## config.mk

```make
export PLATFORM = sky130hd
export DESIGN_NAME = id_ex_operand_stage
export DESIGN_NICKNAME = d
export VERILOG_FILES = /design/src/rtl/id_ex_operand_stage.sv
export SDC_FILE = /design/constraint.sdc
export NUM_CORES = 1
export LEC_CHECK = 0
export ABC_AREA = 1
export CAP_MARGIN = 20
export CORE_AREA = 2 2 126 128
export CTS_CLUSTER_DIAMETER = 30
export DETAILED_ROUTE_END_ITERATION = 8
export DIE_AREA = 0 0 128 130
export GPL_ROUTABILITY_DRIVEN = 0
export GPL_TIMING_DRIVEN = 0
export HOLD_SLACK_MARGIN = 0.1
export PLACE_DENSITY = 0.81
export SLEW_MARGIN = 10
export SYNTH_ARGS = -nofsm -noshare
export SYNTH_HDL_FRONTEND = slang
export SYNTH_SLANG_ARGS = --single-unit
```

## constraint.sdc

```tcl
create_clock -name clk -period 2.85 [get_ports clk]
set_input_delay 0.285 -clock clk [delete_from_list [all_inputs] [get_ports clk]]
set_output_delay 0.285 -clock clk [all_outputs]
set_load 0.05 [all_outputs]
```

## src/rtl/id_ex_operand_stage.sv

```systemverilog
// ID/EX pipeline register with EX-side forwarding and ALU operand select.
// Build option: define EX_FWD_EN to enable the MEM/WB forwarding muxes.
module id_ex_operand_stage #(
  parameter int DW    = 32,
  parameter int RW    = 5,
  parameter int CNT_W = 16
) (
  input  logic             clk,
  input  logic             rst,
  input  logic             stall,
  input  logic             flush,
  input  logic             id_valid,
  input  logic [2:0]       id_alu_op,
  input  logic [DW-1:0]    id_rd1,
  input  logic [DW-1:0]    id_rd2,
  input  logic [DW-1:0]    id_imm,
  input  logic [4:0]       id_shamt,
  input  logic             id_alu_src,
  input  logic             id_shift,
  input  logic [RW-1:0]    id_rs,
  input  logic [RW-1:0]    id_rt,
  input  logic [RW-1:0]    id_dst,
  input  logic             id_reg_write,
  input  logic             mem_reg_write,
  input  logic [RW-1:0]    mem_dst,
  input  logic [DW-1:0]    mem_result,
  input  logic             wb_reg_write,
  input  logic [RW-1:0]    wb_dst,
  input  logic [DW-1:0]    wb_result,
  output logic             ex_valid,
  output logic [2:0]       ex_alu_op,
  output logic [DW-1:0]    alu_a,
  output logic [DW-1:0]    alu_b,
  output logic [DW-1:0]    ex_store_data,
  output logic [RW-1:0]    ex_dst,
  output logic             ex_reg_write,
  output logic [CNT_W-1:0] bubble_cnt
);

  typedef struct packed {
    logic          valid;
    logic [2:0]    op;
    logic [DW-1:0] rd1;
    logic [DW-1:0] rd2;
    logic [DW-1:0] imm;
    logic [4:0]    shamt;
    logic          alu_src;
    logic          shift;
    logic [RW-1:0] rs;
    logic [RW-1:0] rt;
    logic [RW-1:0] dst;
    logic          reg_write;
  } id_ex_t;

  id_ex_t q;
  id_ex_t d;
  logic nxt_valid;
  logic [DW-1:0] fwd_rs;
  logic [DW-1:0] fwd_rt;

  always_comb begin
    d           = '0;
    d.valid     = id_valid;
    d.op        = id_alu_op;
    d.rd1       = id_rd1;
    d.rd2       = id_rd2;
    d.imm       = id_imm;
    d.shamt     = id_shamt;
    d.alu_src   = id_alu_src;
    d.shift     = id_shift;
    d.rs        = id_rs;
    d.rt        = id_rt;
    d.dst       = id_dst;
    d.reg_write = id_reg_write & id_valid;
  end

  always_ff @(posedge clk) begin
    if (rst) begin
      q <= '0;
    end else if (flush) begin
      q <= '0;
    end else if (!stall) begin
      q <= d;
    end
  end

  // valid as it will be after this edge; low means a bubble cycle
  always_comb begin
    nxt_valid = id_valid;
    if (flush) begin
      nxt_valid = 1'b0;
    end else if (stall) begin
      nxt_valid = q.valid;
    end
  end

  always_ff @(posedge clk) begin
    if (rst) begin
      bubble_cnt <= '0;
    end else if (!nxt_valid && bubble_cnt != '1) begin
      bubble_cnt <= bubble_cnt + {{(CNT_W-1){1'b0}}, 1'b1};
    end
  end

`ifdef EX_FWD_EN
  // MEM is the younger producer, so it is checked before WB
  always_comb begin
    fwd_rs = q.rd1;
    if (mem_reg_write && mem_dst == q.rs && q.rs != '0) begin
      fwd_rs = mem_result;
    end else if (wb_reg_write && wb_dst == q.rs && q.rs != '0) begin
      fwd_rs = wb_result;
    end
  end

  always_comb begin
    fwd_rt = q.rd2;
    if (mem_reg_write && mem_dst == q.rt && q.rt != '0) begin
      fwd_rt = mem_result;
    end else if (wb_reg_write && wb_dst == q.rt && q.rt != '0) begin
      fwd_rt = wb_result;
    end
  end
`else
  logic unused_fwd;
  assign unused_fwd = ^{mem_reg_write, mem_dst, mem_result,
                        wb_reg_write, wb_dst, wb_result,
                        q.rs, q.rt};
  assign fwd_rs = q.rd1;
  assign fwd_rt = q.rd2;
`endif

  always_comb begin
    alu_a = fwd_rs;
    alu_b = fwd_rt;
    if (q.shift) begin
      alu_a = fwd_rt;
      alu_b = {{(DW-5){1'b0}}, q.shamt};
    end else if (q.alu_src) begin
      alu_b = q.imm;
    end
  end

  assign ex_valid      = q.valid;
  assign ex_alu_op     = q.op;
  assign ex_store_data = fwd_rt;
  assign ex_dst        = q.dst;
  assign ex_reg_write  = q.reg_write;

endmodule

```

==> flow_metrics.py <==
metrics = {
    "clock_tree": {
        "clock-sinks": 129,
        "clockRootBuffer": "clkbuf_16",
        "insertion_delay_ns": 0.42,
        "cts_buffers": 17,
        "cts_tree": "built",
        "clk_pin_slew_ns": 0.06,
        "clock_path_buffers": 2,
        "cts.htree.levels": 4,
        "hold_buffers": 0,
    },
    "floorplan": {
        "initial_core_util": 0.385,
        "dieArea_um2": 16600,
        "die-width_um": 128,
        "rows": 46,
        "die_h_um": 130,
        "core_area_um2": 15400,
        "io_pins": 325,
    },
    "detailed_routing": {
        "wl_per_cell_um": 15.6,
        "via_count": 6673,
        "routed_wl_um": 21000,
        "drtAntennaViolNets": 0,
        "drc": 0,
        "dr.pass1.iters": 6,
        "vias_per_cell": 4.96,
        "drt_iter0_drc": 388,
    },
    "pwr": {
        "leakagePower_nw": 4.15,
        "power_mw": 5.15,
        "p_switching_mw": 1.36,
        "comb_power_share": 0.169,
        "clockPowerShare": 0.461,
        "switching_share": 0.263,
        "seqPwrFrac": 0.369,
        "ir_drop_mv": 0.354,
        "power_density_nw_per_um2": 556,
        "power.internal_mw": 3.79,
    },
    "setup_path": {
        "crit_fanout": 10,
        "ff2ff_path_depth": 7,
        "worst_setup_path_start_kind": "flop",
        "critPathCapture": "alu_b[18]",
        "end_kind": "output pin",
        "critical_path_required_ns": 2.57,
        "r2r_setup_slack_ns": 1.30,
        "path_class": "reg -> out",
        "r2r-start": "bubble_cnt[0]",
        "worstPathArrival_ns": 2.48,
        "startpoint": "q[17]",
        "r2r_end": "bubble_cnt[7]",
    },
    "placement": {
        "place_hpwl_um": 15700,
        "dpl.cell_count": 1314,
        "placed_cell_area_um2": 8550,
        "port-buffer-count": 237,
    },
    "sta": {
        "fin_worst_skew_ns": 0.00600,
        "final_hold_viol_count": 0,
        "timing.fmax_mhz": 362,
        "rsz0062_at_grt": "no",
        "maxSlewViolCount": 0,
        "period_needed_ns": 2.76,
        "setup_violations": 0,
        "slew_headroom": 0.612,
        "fin_tns_setup_ns": 0,
        "finalHoldWorstSlack_ns": 0.366,
        "fin_crit_sh": 0.970,
        "tightestPinTransition_ns": 0.582,
    },
    "finish": {
        "diodes": 0,
        "stdcell_count": 1346,
        "stdcell_area_um2": 9260,
        "fin_nets": 1345,
        "drive_above_1_share": 0.102,
        "area_growth_pct": 55.9,
    },
    "global_route": {
        "grt_pass1_vias": 6233,
        "grt_usage": 0.247,
        "grt_antenna_before_repair": 0,
        "grt_overflow": 0,
        "grt_pass1_wl_um": 31800,
        "grt_max_degree": 17,
    },
    "synth": {
        "yosysSeqAreaShare": 0.435,
        "ys_warn_count": 0,
        "synth_top_area_cell": "dfxtp_1",
        "postSynthAreaPerCell_um2": 6.71,
        "synth_fp_nets": 1089,
        "synth_common_cells": "nand2_1, a21oi_1, dfxtp_1, nor2_1, buf_4",
        "synth.distinct_cells": 23,
        "syn_inst": 885,
        "netlist.area_leader.share": 0.435,
        "synth_top_flop_cell": "dfxtp_1",
        "synth.most_common_cell": "nand2_1",
        "synth_area_leaders": "dfxtp_1, nand2_1, a21oi_1, nor2_1, buf_4",
        "ys_ff_latch": 129,
        "async_flop_share": 0,
        "synth_edf_count": 0,
        "synth_area_um2": 5940,
    },
    "worst_hold_path": {
        "hold_class": "in -> reg",
    },
    "run_status": {
        "status": "completed",
    },
    "job": {
        "max_cap_violations": 0,
    },
}
## worst max-delay path, cell delays in order, from the launching register on
cell	delay (ns)
dfxtp_1	0.44
clkbuf_1	0.42
o21ai_0	0.22
nor2_1	0.14
clkdlybuf4s50_1	0.84
## cells by family after synthesis
family	Yosys count	share of synthesized area
and+or+nand+nor	483	0.324
adders and majority gates	1	0.00211
DFF	129	0.435
AOI/OAI and AO/OA	162	0.137
buffers and inverters	110	0.102
## metrics by stage
step                      setup WS [ns]   util
after CTS                        0.0174  0.597
after global placement            0.300  0.554
after floorplan                   0.966      -
after detailed placement          0.286  0.554
final                            0.0859  0.600
after global routing            0.00138  0.600
## registers in the layout, summed over array words and instances (netlist names)
name / flops
fwd_rs: 32
ex_dst: 5
ex_alu_op: 3
q: 39
ex_reg_write: 1
ex_store_data: 32
ex_valid: 1
bubble_cnt: 16
## routing by layer
layer	GRT usage	up-vias	share of wire
met5	0	-	0
met4	0.0911	0	0.022
met3	0.0746	36	0.080
met2	0.428	272	0.49
met1	0.292	3082	0.41
li1	-	3283	-
## power groups by stage
stage                     Clock [mW]  Sequential (mW)  Combinational [mW]
final                           2.37             1.90               0.872
after CTS                       2.40             1.90               0.873
after floorplan                    0             1.94               0.476
after global placement             0             1.94               0.862
after global routing            2.47             1.91               0.925
after detailed placement           0             1.94               0.869
## worst min path at each step
stage | slack (ns) | to | cells past startpoint | start
2_1_floorplan | 0.36 | ex_valid | 1 | rst
3_3_place_gp | 0.45 | fwd_rs[16] | 2 | fwd_rs[16]
3_5_place_dp | 0.46 | fwd_rs[16] | 2 | fwd_rs[16]
4_1_cts | 0.35 | ex_valid | 5 | stall
5_1_grt | 0.37 | fwd_rs[17] | 4 | stall
6_report | 0.37 | ex_valid | 5 | stall
## repair_timing
action | CTS | global route
gates resized for setup | 6 | 28
setup buffers | 0 | 0
setup endpoints to repair | 32 | 54
cloned | 0 | 0
endpoints found under the hold margin | 0 | 0
## layout by cell type (no fill, tap or decap), drive strengths merged
cell type,Yosys,routed
nand2,362,362
clkdlybuf4s50,0,215
a21oi,131,131
dfxtp,129,129
nor2,101,101
buf,70,68
clkbuf,26,51
o21ai,29,29
dlymetal6s2s,0,20
nand3,15,15
inv,14,14
bufinv,0,4
clkinv,0,4
nor3,2,2
a211oi,2,2
dlygate4sd2,0,2
nand4,2,2
nand3b,1,1
ha,1,1
clkinvlp,0,1
## cell type report
cell class | count | area, µm²
multi-input cells | 646 | 2750
clock inverters | 9 | 151
fillers | 1428 | 6160
clock buffers | 23 | 498
repair buffers | 237 | 2420
plain buffers | 96 | 563
well taps | 192 | 240
flip-flops and latches | 129 | 2580
inverters | 14 | 52.6
(Power assumes the default switching activity.)
